===== src/rtl/vga_timing_pkg.sv =====
// VGA 640x480@60 timing constants and the per-pixel flag bundle carried down the read pipeline.
// Macro VGA_FRAME_BORDER_EN adds a border flag to the bundle.
package vga_timing_pkg;

    localparam int H_BITS = 10;
    localparam int V_BITS = 10;

    typedef logic [H_BITS-1:0] h_cnt_t;
    typedef logic [V_BITS-1:0] v_cnt_t;

    localparam h_cnt_t H_ACTIVE = 10'd640;
    localparam h_cnt_t H_FP     = 10'd16;
    localparam h_cnt_t H_SYNC   = 10'd96;
    localparam h_cnt_t H_BP     = 10'd48;
    localparam h_cnt_t H_TOTAL  = H_ACTIVE + H_FP + H_SYNC + H_BP;

    localparam v_cnt_t V_ACTIVE = 10'd480;
    localparam v_cnt_t V_FP     = 10'd10;
    localparam v_cnt_t V_SYNC   = 10'd2;
    localparam v_cnt_t V_BP     = 10'd33;
    localparam v_cnt_t V_TOTAL  = V_ACTIVE + V_FP + V_SYNC + V_BP;

    localparam h_cnt_t H_LAST       = H_TOTAL - h_cnt_t'(1);
    localparam v_cnt_t V_LAST       = V_TOTAL - v_cnt_t'(1);
    localparam h_cnt_t H_SYNC_START = H_ACTIVE + H_FP;
    localparam h_cnt_t H_SYNC_END   = H_SYNC_START + H_SYNC;
    localparam v_cnt_t V_SYNC_START = V_ACTIVE + V_FP;
    localparam v_cnt_t V_SYNC_END   = V_SYNC_START + V_SYNC;

    // Counter value to pins: counter stage, address register, output register.
    localparam int PIPE_LATENCY = 3;
    localparam int RGB_WIDTH    = 3;

    // Sync flags are active-high here; inversion to the active-low pins happens at the output.
    typedef struct packed {
        logic active;
        logic hsync;
        logic vsync;
`ifdef VGA_FRAME_BORDER_EN
        logic border;
`endif
    } pix_flags_t;

endpackage


===== src/rtl/vga_sync_counter.sv =====
// Raster counters for 640x480@60 plus raw active/sync flags and the frame-start pulse.
module vga_sync_counter
    import vga_timing_pkg::*;
(
    input  logic              Clock,
    input  logic              Reset,
    output logic [H_BITS-1:0] o_h,
    output logic [V_BITS-1:0] o_v,
    output logic              o_active,
    output logic              o_hsync,
    output logic              o_vsync,
    output logic              o_frame_start
);

    h_cnt_t r_h;
    v_cnt_t r_v;

    // NOTE: sequential state uses non-blocking assignments so every reader sees the pre-edge value.
    always_ff @(posedge Clock) begin
        if (Reset) begin
            r_h <= '0;
            r_v <= '0;
        end else if (r_h == H_LAST) begin
            r_h <= '0;
            r_v <= (r_v == V_LAST) ? '0 : r_v + v_cnt_t'(1);
        end else begin
            r_h <= r_h + h_cnt_t'(1);
        end
    end

    assign o_h      = r_h;
    assign o_v      = r_v;
    assign o_active = (r_h < H_ACTIVE) && (r_v < V_ACTIVE);
    assign o_hsync  = (r_h >= H_SYNC_START) && (r_h < H_SYNC_END);
    assign o_vsync  = (r_v >= V_SYNC_START) && (r_v < V_SYNC_END);

    // Counters sit at (0,0) throughout reset; the pulse waits for the first running clock.
    assign o_frame_start = ~Reset && (r_h == '0) && (r_v == '0);

endmodule


===== src/rtl/vga_frame_reader.sv =====
// Read side of the video RAM: scans cells in raster order and drives VGA sync and 3-bit RGB.
// Optional macro VGA_FRAME_BORDER_EN forces a white one-pixel frame around the active area.
module vga_frame_reader
    import vga_timing_pkg::*;
#(
    parameter int DATA_WIDTH = 16,
    parameter int ADDR_WIDTH = 13,
    parameter int CELL_SHIFT = 3
) (
    input  logic                  Clock,
    input  logic                  Reset,
    output logic [ADDR_WIDTH-1:0] oReadAddress,
    input  logic [DATA_WIDTH-1:0] iRamData,
    output logic                  oVGA_R,
    output logic                  oVGA_G,
    output logic                  oVGA_B,
    output logic                  oHSync,
    output logic                  oVSync,
    output logic                  oFrameStart
);

    localparam int COLS    = int'(H_ACTIVE) >> CELL_SHIFT;
    localparam int OUT_TAP = PIPE_LATENCY - 2;

    logic [H_BITS-1:0]     w_h;
    logic [V_BITS-1:0]     w_v;
    logic                  w_active;
    logic                  w_hsync;
    logic                  w_vsync;
    pix_flags_t            w_flags;
    logic [ADDR_WIDTH-1:0] w_row;
    logic [ADDR_WIDTH-1:0] w_col;
    logic [ADDR_WIDTH-1:0] w_row_base;
    logic [ADDR_WIDTH-1:0] w_addr;
    logic [RGB_WIDTH-1:0]  w_rgb;
    logic                  w_unused_data;

    logic [ADDR_WIDTH-1:0] r_addr;
    pix_flags_t            r_flags [PIPE_LATENCY-1];
    logic [RGB_WIDTH-1:0]  r_rgb;
    logic                  r_hsync_n;
    logic                  r_vsync_n;

    vga_sync_counter u_sync (
        .Clock         (Clock),
        .Reset         (Reset),
        .o_h           (w_h),
        .o_v           (w_v),
        .o_active      (w_active),
        .o_hsync       (w_hsync),
        .o_vsync       (w_vsync),
        .o_frame_start (oFrameStart)
    );

    // NOTE: every always_comb output gets a default first, so no path can infer a latch.
    always_comb begin
        w_flags        = '0;
        w_flags.active = w_active;
        w_flags.hsync  = w_hsync;
        w_flags.vsync  = w_vsync;
`ifdef VGA_FRAME_BORDER_EN
        w_flags.border = (w_h == '0) || (w_h == h_cnt_t'(H_ACTIVE - 1))
                      || (w_v == '0) || (w_v == v_cnt_t'(V_ACTIVE - 1));
`endif
    end

    assign w_row = ADDR_WIDTH'(w_v >> CELL_SHIFT);
    assign w_col = ADDR_WIDTH'(w_h >> CELL_SHIFT);

    // Row times the constant column count, as a sum of shifted rows (80 = 64 + 16).
    always_comb begin
        w_row_base = '0;
        for (int i = 0; i < 32; i++) begin
            if (COLS[i]) begin
                w_row_base = w_row_base + (w_row << i);
            end
        end
    end

    assign w_addr = w_row_base + w_col;

    always_ff @(posedge Clock) begin
        if (Reset) begin
            r_addr <= '0;
            // NOTE: a two-entry flag pipeline, not a RAM, so every entry is cleared on reset.
            for (int i = 0; i < PIPE_LATENCY - 1; i++) begin
                r_flags[i] <= '0;
            end
        end else begin
            r_addr     <= w_flags.active ? w_addr : '0;
            r_flags[0] <= w_flags;
            for (int i = 1; i < PIPE_LATENCY - 1; i++) begin
                r_flags[i] <= r_flags[i-1];
            end
        end
    end

    always_comb begin
        w_rgb = '0;
        if (r_flags[OUT_TAP].active) begin
            w_rgb = iRamData[RGB_WIDTH-1:0];
`ifdef VGA_FRAME_BORDER_EN
            if (r_flags[OUT_TAP].border) begin
                w_rgb = '1;
            end
`endif
        end
    end

    // Sync is registered from the same flag tap as RGB so the picture stays aligned to sync.
    always_ff @(posedge Clock) begin
        if (Reset) begin
            r_rgb     <= '0;
            r_hsync_n <= 1'b1;
            r_vsync_n <= 1'b1;
        end else begin
            r_rgb     <= w_rgb;
            r_hsync_n <= ~r_flags[OUT_TAP].hsync;
            r_vsync_n <= ~r_flags[OUT_TAP].vsync;
        end
    end

    assign w_unused_data = ^iRamData;

    assign oReadAddress = r_addr;
    assign oVGA_R       = r_rgb[2];
    assign oVGA_G       = r_rgb[1];
    assign oVGA_B       = r_rgb[0];
    assign oHSync       = r_hsync_n;
    assign oVSync       = r_vsync_n;

endmodule


===== config.mk =====
export PLATFORM = sky130hd
export DESIGN_NAME = vga_frame_reader
export DESIGN_NICKNAME = d
export VERILOG_FILES = /design/src/rtl/vga_timing_pkg.sv /design/src/rtl/vga_sync_counter.sv /design/src/rtl/vga_frame_reader.sv
export SDC_FILE = /design/constraint.sdc
export NUM_CORES = 1
export LEC_CHECK = 0
export BUFFER_PORTS_ARGS = -buffer_cell sky130_fd_sc_hd__buf_2
export CAP_MARGIN = 5
export CORE_ASPECT_RATIO = 1.2
export CORE_MARGIN = 2
export CORE_UTILIZATION = 50
export CTS_CLUSTER_DIAMETER = 40
export DETAILED_ROUTE_END_ITERATION = 8
export HOLD_SLACK_MARGIN = 0.02
export PLACE_DENSITY_LB_ADDON = 0.2
export SLEW_MARGIN = 15
export SYNTH_ARGS = -nofsm -noshare
export SYNTH_HDL_FRONTEND = slang
export SYNTH_SLANG_ARGS = --single-unit
export TNS_END_PERCENT = 10

===== constraint.sdc =====
create_clock -name Clock -period 3.14 [get_ports Clock]
set_input_delay 0.157 -clock Clock [delete_from_list [all_inputs] [get_ports Clock]]
set_output_delay 0.157 -clock Clock [all_outputs]
set_load 0.01 [all_outputs]

==> qor.csv, run 1 <==
metric,value,unit
grt_pass1_wl,6.40,mm
slew_headroom,0.608,
rsz0062_at_grt,false,
hpwl,2.76,mm
grt_max_degree,27,
synth_top_area_cell,dfxtp_1,
clock-sinks,44,
fin_setup_tns,0,ns
yosysMostFrequentCell,dfxtp_1,
htreeDepth,2,
busiest_layer,met2,
synthSimpleGateAreaFrac,0.281,
period_share,0.784,
synth_edf_count,0,
syn-cell-area,2150,um2
fin_crit,2.46,ns
vias,1618,
cellLeakagePower,1.01,nW
cts_inserted_buffers,5,
layout.nets,284,
yosys-top-cells-count,"44 x dfxtp_1, 17 x ha_1, 17 x nor2_1, 13 x nand3_1",
regToRegSetupSlack,0.68,ns
clock_latency,0.30,ns
worstMarginPinSlew,0.585,ns
synthAdderAreaFrac,0.118,
path_clk_slew,0.09,ns
fin_area,2380,um2
powerDensity,433,nW/um2
cts_tree,done,
grt_overflow,0,
use_met3,0.0399,
synth_top_family_by_area,simple AND/OR/NAND/NOR gates,
final-max-slew-violation-count,0,
cp-end-kind,flip-flop,
maxCapViolCount,0,
synth-seq-cells,44,
die-area,4830,um2
final_hold_viol_count,0,
firstDrtPassIters,4,
async_flop_share,0,
initialDrtViolationCount,64,
cts_setup_buffers,0,
ios,37,
ys_types,46,
wl,3.78,mm
syn_inst,229,
post_dp_cell_area,2270,um2
ys_seq_area_frac,0.410,
muxShareOfSynthArea,0.0140,
synth_top_area_share,0.410,
hold_path.class,input port to flip-flop,
total_power,1.03,mW
avgSynthCellArea,9.37,um2
dp_slack,0.677,ns
synth_compound_area_frac,0.0770,
wl_per_cell,12.4,um
portBuffers,23,
initial_core_util,0.511,
cp-start-kind,flip-flop,
cp.required,3.39,ns
track_usage,0.172,
arrival,2.71,ns
drc,0,
status,"complete, no violations",
cts_hold_buf,0,
grt_use_met2,0.319,
synth_top_flop_cell,dfxtp_1,
die_width,63.8,um
worstPathMaxFanout,11,
cts_root_buf,clkbuf_8,
avgViaCountPerCell,5.32,
synth-xor-area-share,0.0490,
synth_nets,266,
yosys_warnings,0,
antenna_found_initial,0,
rows,26,
core,4200,um2
finalClockSkew,0.00751,ns
ir_worst_vdd,0.232,mV
antenna_cells,0,
place.gp.congestion,0.782,
area_delta_synth_final,10.8,%
fmax,406,MHz
crit_type,flip-flop to flip-flop,
cts_buffer_depth,2,
cts_resized,0,
drive_gt1_frac,0.165,
grt_pass1_vias,1478,
ant_nets,0,
setup_violations,0,
setup_ws,0.678,ns
met1_usage,0.181,
synth.area.top_cells,"dfxtp_1 41%, ha_1 9.9%, nand3_1 3.0%",
die_h,75.8,um
[power by group]
| group | switching [mW] | total [mW] | internal [mW] |
|---|---|---|---|
| registers | 0.00437 | 0.567 | 0.563 |
| logic | 0.0175 | 0.0299 | 0.0125 |
| clock network | 0.196 | 0.432 | 0.235 |
| total | 0.218 | 1.03 | 0.811 |
[cell usage in the layout (no fill, tap or decap), types with 7 or more instances in the layout]
cell type / n
buf_2: 23
nand2_1: 7
nor2b_1: 7
nor2_1: 17
inv_1: 12
nand4_1: 9
and2_1: 10
ha_1: 17
nor3_1: 12
dfxtp_1: 44
nand3_1: 13
[cell families after synthesis]
group | count (synthesis)
AO/OA/AOI/OAI | 25
XOR/XNOR | 12
adder cells (fa/ha/maj) | 19
buffers and inverters | 24
flip-flops | 44
multiplexers | 3
AND/OR/NAND/NOR | 102
[final timing paths]
| kind | from | to | depth (start not counted) |
|---|---|---|---|
| setup / recovery | u_sync.o_v[5] | oReadAddress[10] | 8 |
| hold reg to reg | r_flags[0][4] | oHSync | 1 |
| setup reg to reg | u_sync.o_v[5] | oReadAddress[10] | 8 |
| hold / removal | iRamData[0] | r_rgb[0] | 2 |
[layout make-up]
| type | count | area, um2 |
|---|---|---|
| Fill cell | 392 | 1820 |
| Timing Repair Buffer | 23 | 115 |
| Inverter | 12 | 45.0 |
| Tap cell | 56 | 70.1 |
| Clock inverter | 3 | 42.5 |
| Multi-Input combinational cell | 161 | 1160 |
| Sequential cell | 44 | 881 |
| Clock buffer | 5 | 68.8 |
[metrics by stage]
stage,hold WS [ns],std cells,util
2_1_floorplan,0.279,229,-
3_3_place_gp,0.357,296,0.540
3_5_place_dp,0.360,296,0.540
4_1_cts,0.0400,304,0.567
5_1_grt,0.0458,304,0.567
6_report,0.0462,304,0.567
[per-layer routing]
metal / vias up / share of wire
li1: 846 / -
met2: 18 / 0.49
met1: 748 / 0.46
met4: 0 / 0.021
met3: 6 / 0.025
met5: - / 0
[registers in the layout, indices dropped and copies added, names as in the netlist]
name	count
r_flags	6
r_rgb	3
u_sync.o_h	10
oVSync	1
u_sync.o_v	10
oHSync	1
oReadAddress	13
[worst max-delay path, cell delays in order (launching register included)]
cell and delay (ns):
dfxtp_1 0.55, inv_1 0.11, fa_1 0.58, inv_1 0.06, ha_1 0.31, a211oi_1 0.27
o21a_1 0.21, o21ai_0 0.09, o21ba_2 0.24
Note: power is estimated with default switching activity, not from simulation.
==> inputs of run 2 (changes only) <==
--- a/config.mk
+++ b/config.mk
@@ -5,6 +5,7 @@
 export SDC_FILE = /design/constraint.sdc
 export NUM_CORES = 1
 export LEC_CHECK = 0
+export ABC_AREA = 1
 export BUFFER_PORTS_ARGS = -buffer_cell sky130_fd_sc_hd__buf_2
 export CAP_MARGIN = 5
 export CORE_ASPECT_RATIO = 1.2
==> constraint.sdc (replaced) <==
create_clock -name Clock -period 2.4 [get_ports Clock]
set_input_delay 0.12 -clock Clock [delete_from_list [all_inputs] [get_ports Clock]]
set_output_delay 0.12 -clock Clock [all_outputs]
set_load 0.01 [all_outputs]
==> run 2 against run 1 <==
Against the previous run: worst setup slack got worse by 0.33 ns; clock-buffer cell count increased by 2; register-to-register slack got worse by 0.33 ns; clock skew decreased by 0.0028 ns; routed wire length increased by 13%; design area increased by 6.3%; combinational power increased by 63%; synthesized cell count increased by 27%; highest routed layer unchanged.
==> qor.csv, run 2 <==
metric,value,unit,change
status,"complete, no violations",,unchanged
antenna_cells,0,,unchanged
yosys-top-cells-count,"56 x nand2_1, 48 x inv_1, 44 x dfxtp_1, 40 x nor2_1, 21 x nand3_1",,"was 44 x dfxtp_1, 17 x ha_1, 17 x nor2_1, 13 x nand3_1"
die_h,76.6,um,was 75.8 um
layout_common_cells,"56 x nand2_1, 48 x inv_1, 44 x dfxtp_1, 40 x nor2_1, 23 x buf_2",,"was 44 x dfxtp_1, 23 x buf_2, 17 x nor2_1, 17 x ha_1, 13 x nand3_1"
track_usage,0.201,,was 0.172
cts_resized,0,,unchanged
period_share,0.855,,was 0.784
total_power,1.40,mW,was 1.03 mW
grt_pass1_vias,1793,,was 1478
crit_path_top_delay_cell,fa_1,,unchanged
cts_root_buf,clkbuf_8,,unchanged
grt_max_degree,14,,was 27
synth-seq-cells,44,,unchanged
vias,1823,,was 1618
ir_worst_vdd,0.369,mV,was 0.232 mV
maxCapViolCount,0,,unchanged
firstDrtPassIters,4,,unchanged
cts_buffer_depth,2,,unchanged
crit_type,flip-flop to flip-flop,,unchanged
avgSynthCellArea,7.55,um2,was 9.37 um2
path_clk_slew,0.08,ns,was 0.09 ns
synth_top_area_share,0.401,,was 0.410
cp.required,2.60,ns,was 3.39 ns
final_hold_viol_count,0,,unchanged
fin_crit,2.05,ns,was 2.46 ns
fin_setup_tns,0,ns,unchanged
ios,37,,unchanged
initial_core_util,0.520,,was 0.511
area_delta_synth_final,15.1,%,was 10.8%
htreeDepth,2,,unchanged
crit_path_max_incr_delay,0.54,ns,was 0.58 ns
core,4230,um2,was 4200 um2
cts_inserted_buffers,5,,unchanged
setup_violations,0,,unchanged
synth_top_flop_cell,dfxtp_1,,unchanged
hpwl,3.36,mm,was 2.76 mm
nFillCells,418,,was 392
grt_pass1_wl,7.73,mm,was 6.40 mm
dp_cells,371,,was 296
worstMarginPinSlew,0.394,ns,was 0.585 ns
grt_overflow,0,,unchanged
cellLeakagePower,1.30,nW,was 1.01 nW
fmax,487,MHz,was 406 MHz
wl,4.28,mm,was 3.78 mm
arrival,2.25,ns,was 2.71 ns
yosysMostFrequentCell,nand2_1,,was dfxtp_1
avgViaCountPerCell,4.80,,was 5.32
ys_seq_area_frac,0.401,,was 0.410
portBuffers,23,,unchanged
clock_latency,0.30,ns,about the same
initialDrtViolationCount,56,,was 64
worstPathMaxFanout,3,,was 11
rows,26,,unchanged
cp_cell_sequence,inv_1 -> fa_1 -> fa_1 -> inv_1 -> nand3_1 -> nand3_1 -> nand3_1 -> a21oi_1 -> nor2_1,,was inv_1 -> fa_1 -> inv_1 -> ha_1 -> a211oi_1 -> o21a_1 -> o21ai_0 -> o21ba_2
cp-start-kind,flip-flop,,unchanged
final_cells,380,,was 304
synth_top_area_cell,dfxtp_1,,unchanged
yosys_warnings,0,,unchanged
antenna_found_initial,0,,unchanged
finalClockSkew,0.00471,ns,was 0.00751 ns
drc,0,,unchanged
ys_types,30,,was 46
die-area,4940,um2,was 4830 um2
final-max-slew-violation-count,0,,unchanged
largest_reg_flops,13,,unchanged
syn-cell-area,2200,um2,was 2150 um2
place.gp.congestion,0.916,,was 0.782
slew_headroom,0.735,,was 0.608
synth.area.top_cells,"dfxtp_1 40%, ha_1 9.7%, nand2_1 9.6%",,"was dfxtp_1 41%, ha_1 9.9%, nand3_1 3.0%"
hold_path.class,input port to flip-flop,,unchanged
rsz0062_at_grt,false,,unchanged
wl_per_cell,11.3,um,was 12.4 um
crit_path_frequent_cell,nand3_1,,was inv_1
async_flop_share,0,,unchanged
ant_nets,0,,unchanged
synth_nets,328,,was 266
cts_tree,done,,unchanged
clock-sinks,44,,unchanged
layout.nets,360,,was 284
powerDensity,554,nW/um2,was 433 nW/um2
drive_gt1_frac,0.167,,was 0.165
syn_inst,291,,was 229
final_common_cell,nand2_1,,was dfxtp_1
cp-end-kind,flip-flop,,unchanged
die_width,64.5,um,was 63.8 um
synth_edf_count,0,,unchanged
[run 2: critical path, delay by kind of cell, from the launching register on]
kind | cells | cell delay [ns]
AND/OR/NAND/NOR | 4 | 0.32
flip-flops | 1 | 0.33
AO/OA/AOI/OAI | 1 | 0.14
adder cells (fa/ha/maj) | 2 | 0.97
buffers and inverters | 2 | 0.18
[run 2: worst paths after layout]
kind,from,cells past startpoint,to,slack (ns)
setup / recovery,u_sync.o_v[3],9,oReadAddress[11],0.35
hold / removal,iRamData[0],3,r_rgb[0],0.03
setup reg to reg,u_sync.o_v[3],9,oReadAddress[11],0.35
hold reg to reg,r_flags[0][4],1,oHSync,0.37
[run 2: layer usage]
metal	global-route usage	wire, um
met1	0.224	1830
met2	0.364	2240
met3	0.0355	130
met4	0.0915	78
met5	0	0
[run 2: report_power, final]
| group | total [mW] | internal, mW | switching (mW) |
|---|---|---|---|
| Clock | 0.610 | 0.367 | 0.243 |
| Combinational | 0.0487 | 0.0182 | 0.0305 |
| Sequential | 0.743 | 0.737 | 0.00602 |
[run 2: timing repair]
| item | CTS | global route |
|---|---|---|
| hold endpoints to repair | 1 | 0 |
| hold buffers | 1 | 0 |
| buffers inserted | 0 | 0 |
[run 2: cell type report]
| class | instances | area [um2] | share of cell area |
|---|---|---|---|
| Clock inverter | 1 | 30.0 | 0.0119 |
| Tap cell | 56 | 70.1 | 0.0277 |
| Sequential cell | 44 | 881 | 0.348 |
| Timing Repair Buffer | 26 | 140 | 0.0554 |
| Clock buffer | 7 | 96.3 | 0.0381 |
| Inverter | 53 | 200 | 0.0792 |
| Multi-Input combinational cell | 193 | 1110 | 0.439 |
[run 2: stage by stage]
step	setup slack (ns)	cell area, um2	util	hold slack, ns
global route	0.176	2530	0.598	0.0256
finish	0.348	2530	0.598	0.0302
detailed placement	0.350	2390	0.566	0.339
CTS	0.334	2530	0.598	0.0219
floorplan	0.406	2200	-	0.232
global placement	0.368	2390	0.566	0.336
[run 2: kinds of logic after synthesis]
| family | synth area share |
|---|---|
| simple gates | 0.325 |
| buf+inv | 0.0934 |
| flops | 0.401 |
| compound gates | 0.0495 |
| fa+ha+maj | 0.115 |
| xor+xnor | 0.0159 |
==> inputs of run 3 (changes only) <==
--- a/config.mk
+++ b/config.mk
@@ -8,9 +8,11 @@
 export ABC_AREA = 1
 export BUFFER_PORTS_ARGS = -buffer_cell sky130_fd_sc_hd__buf_2
 export CAP_MARGIN = 5
+export CELL_PAD_IN_SITES_DETAIL_PLACEMENT = 1
+export CELL_PAD_IN_SITES_GLOBAL_PLACEMENT = 1
 export CORE_ASPECT_RATIO = 1.2
 export CORE_MARGIN = 2
-export CORE_UTILIZATION = 50
+export CORE_UTILIZATION = 40
 export CTS_CLUSTER_DIAMETER = 40
 export DETAILED_ROUTE_END_ITERATION = 8
 export HOLD_SLACK_MARGIN = 0.02
==> run 3 against run 2 <==
Against the previous run: clock skew is 0.0028 ns higher; sequential power hardly changed; sequential share of layout area is 0.54 points higher; design area is 1.5% lower; core utilization is 13 points lower; combinational power is 2% lower; clock-buffer cell count is 1 lower; total power is 7.8% lower; critical path type unchanged; critical endpoint unchanged; largest cell class unchanged.
==> qor.csv, run 3 (same netlist as run 2, synthesis figures left out) <==
metric,value,unit,change
status,"complete, no violations",,unchanged
finalClockSkew,0.00753,ns,was 0.00471 ns
grt_pass1_wl,9.14,mm,was 7.73 mm
area_delta_synth_final,13.3,%,was 15.1%
power.share.clock,0.389,,was 0.435
rows,29,,was 26
antenna_cells,0,,unchanged
die-area,6100,um2,was 4940 um2
vias,1917,,was 1823
power_frac_seq,0.575,,was 0.530
clock_latency,0.30,ns,about the same
cellLeakagePower,1.27,nW,was 1.30 nW
die_width,71.7,um,was 64.5 um
largest_reg_flops,13,,unchanged
grt_overflow,0,,unchanged
total_power,1.29,mW,was 1.40 mW
ir_worst_vdd,0.295,mV,was 0.369 mV
path_clk_slew,0.08,ns,about the same
multi_input_comb_area,1110,um2,unchanged
die_h,85.2,um,was 76.6 um
fin_area,2490,um2,was 2530 um2
fin_setup_tns,0,ns,unchanged
crit_path_top_delay_cell,fa_1,,unchanged
antenna_found_initial,0,,unchanged
crit_buf_inv,2,,unchanged
rsz0062_at_grt,false,,unchanged
cp.required,2.60,ns,about the same
initialDrtViolationCount,30,,was 56
final-max-slew-violation-count,0,,unchanged
post_dp_cell_area,2390,um2,unchanged
powerDensity,519,nW/um2,was 554 nW/um2
finalHoldWorstSlack,0.0280,ns,was 0.0302 ns
clock-sinks,44,,unchanged
cts_setup_buffers,0,,unchanged
cp-start-kind,flip-flop,,unchanged
worstMarginPinSlew,0.371,ns,was 0.394 ns
hold_path.class,input port to flip-flop,,unchanged
cts_root_buf,clkbuf_8,,unchanged
fin_crit,2.14,ns,was 2.05 ns
wl,5.04,mm,was 4.28 mm
layout_common_cells,"56 x nand2_1, 48 x inv_1, 44 x dfxtp_1, 40 x nor2_1, 23 x buf_2",,unchanged
cts_inserted_buffers,5,,unchanged
place.gp.congestion,0.821,,was 0.916
layout.nets,358,,was 360
cp_cell_sequence,inv_1 -> fa_1 -> fa_1 -> inv_1 -> nand3_1 -> nand3_1 -> nand3_1 -> a21oi_1 -> nor2_1,,unchanged
combPwrFrac,0.037,,was 0.035
final-seq-area,881,um2,unchanged
core,5300,um2,was 4230 um2
swShare,0.236,,was 0.200
cts_buffer_depth,2,,unchanged
maxCapViolCount,0,,unchanged
crit_type,flip-flop to flip-flop,,unchanged
drc,0,,unchanged
nFillCells,693,,was 418
fmax,467,MHz,was 487 MHz
cp-end-kind,flip-flop,,unchanged
worstPathMaxFanout,5,,was 3
final_core_util,0.470,,was 0.598
initial_core_util,0.415,,was 0.520
setup_violations,0,,unchanged
dp_cells,376,,was 371
grt_pass1_vias,2076,,was 1793
crit_path_max_incr_delay,0.51,ns,was 0.54 ns
hpwl,4.00,mm,was 3.36 mm
firstDrtPassIters,4,,unchanged
dp_slack,0.242,ns,was 0.350 ns
cts_hold_buf,0,,was 1
final_common_cell,nand2_1,,unchanged
arrival,2.34,ns,was 2.25 ns
ios,37,,unchanged
period_share,0.892,,was 0.855
final_hold_viol_count,0,,unchanged
power.switching,0.305,mW,was 0.280 mW
track_usage,0.188,,was 0.201
slew_headroom,0.752,,was 0.735
cts_resized,0,,unchanged
final_cells,384,,was 380
crit_path_frequent_cell,nand3_1,,unchanged
wl_per_cell,13.1,um,was 11.3 um
intPower,0.987,mW,was 1.12 mW
ant_nets,0,,unchanged
avgViaCountPerCell,4.99,,was 4.80
setup_ws,0.259,ns,was 0.348 ns
path_delay_family,adder cells,,unchanged
portBuffers,23,,unchanged
htreeDepth,2,,unchanged
drive_gt1_frac,0.165,,was 0.167
cts_tree,done,,unchanged
grt_max_degree,15,,was 14
## run 3: area by class of cell
cell class              instances  area share
clock buffers                   6      0.0332
inverters                      53      0.0804
clock inverters                 2     0.00603
well taps                      62      0.0312
multi-input cells             193       0.446
flip-flops and latches         44       0.354
repair buffers                 24      0.0492
## run 3: worst paths after layout
kind                                    start          endpoint  slack, ns  cells after the start
worst min register to register  r_flags[0][4]            oHSync       0.38                      1
worst max register to register  u_sync.o_v[5]  oReadAddress[11]       0.26                      9
worst min-delay path              iRamData[0]          r_rgb[0]       0.03                      3
worst max-delay path            u_sync.o_v[5]  oReadAddress[11]       0.26                      9
## run 3: per-layer routing
layer	wire, um	track usage	up-vias
li1	-	-	976
met1	2120	0.208	898
met2	2630	0.350	31
met3	166	0.0309	12
met4	129	0.0772	0
met5	0	0	-
## run 3: power groups by stage
stage	registers, mW	clock network [mW]	logic [mW]
floorplan	0.759	0	0.0332
global placement	0.760	0	0.0480
detailed placement	0.760	0	0.0492
CTS	0.743	0.525	0.0495
global route	0.744	0.555	0.0550
finish	0.743	0.502	0.0477
## run 3: tightest hold or removal path: stages
cell	delay, ns
buf_2	0.09
inv_1	0.04
nor2_1	0.03
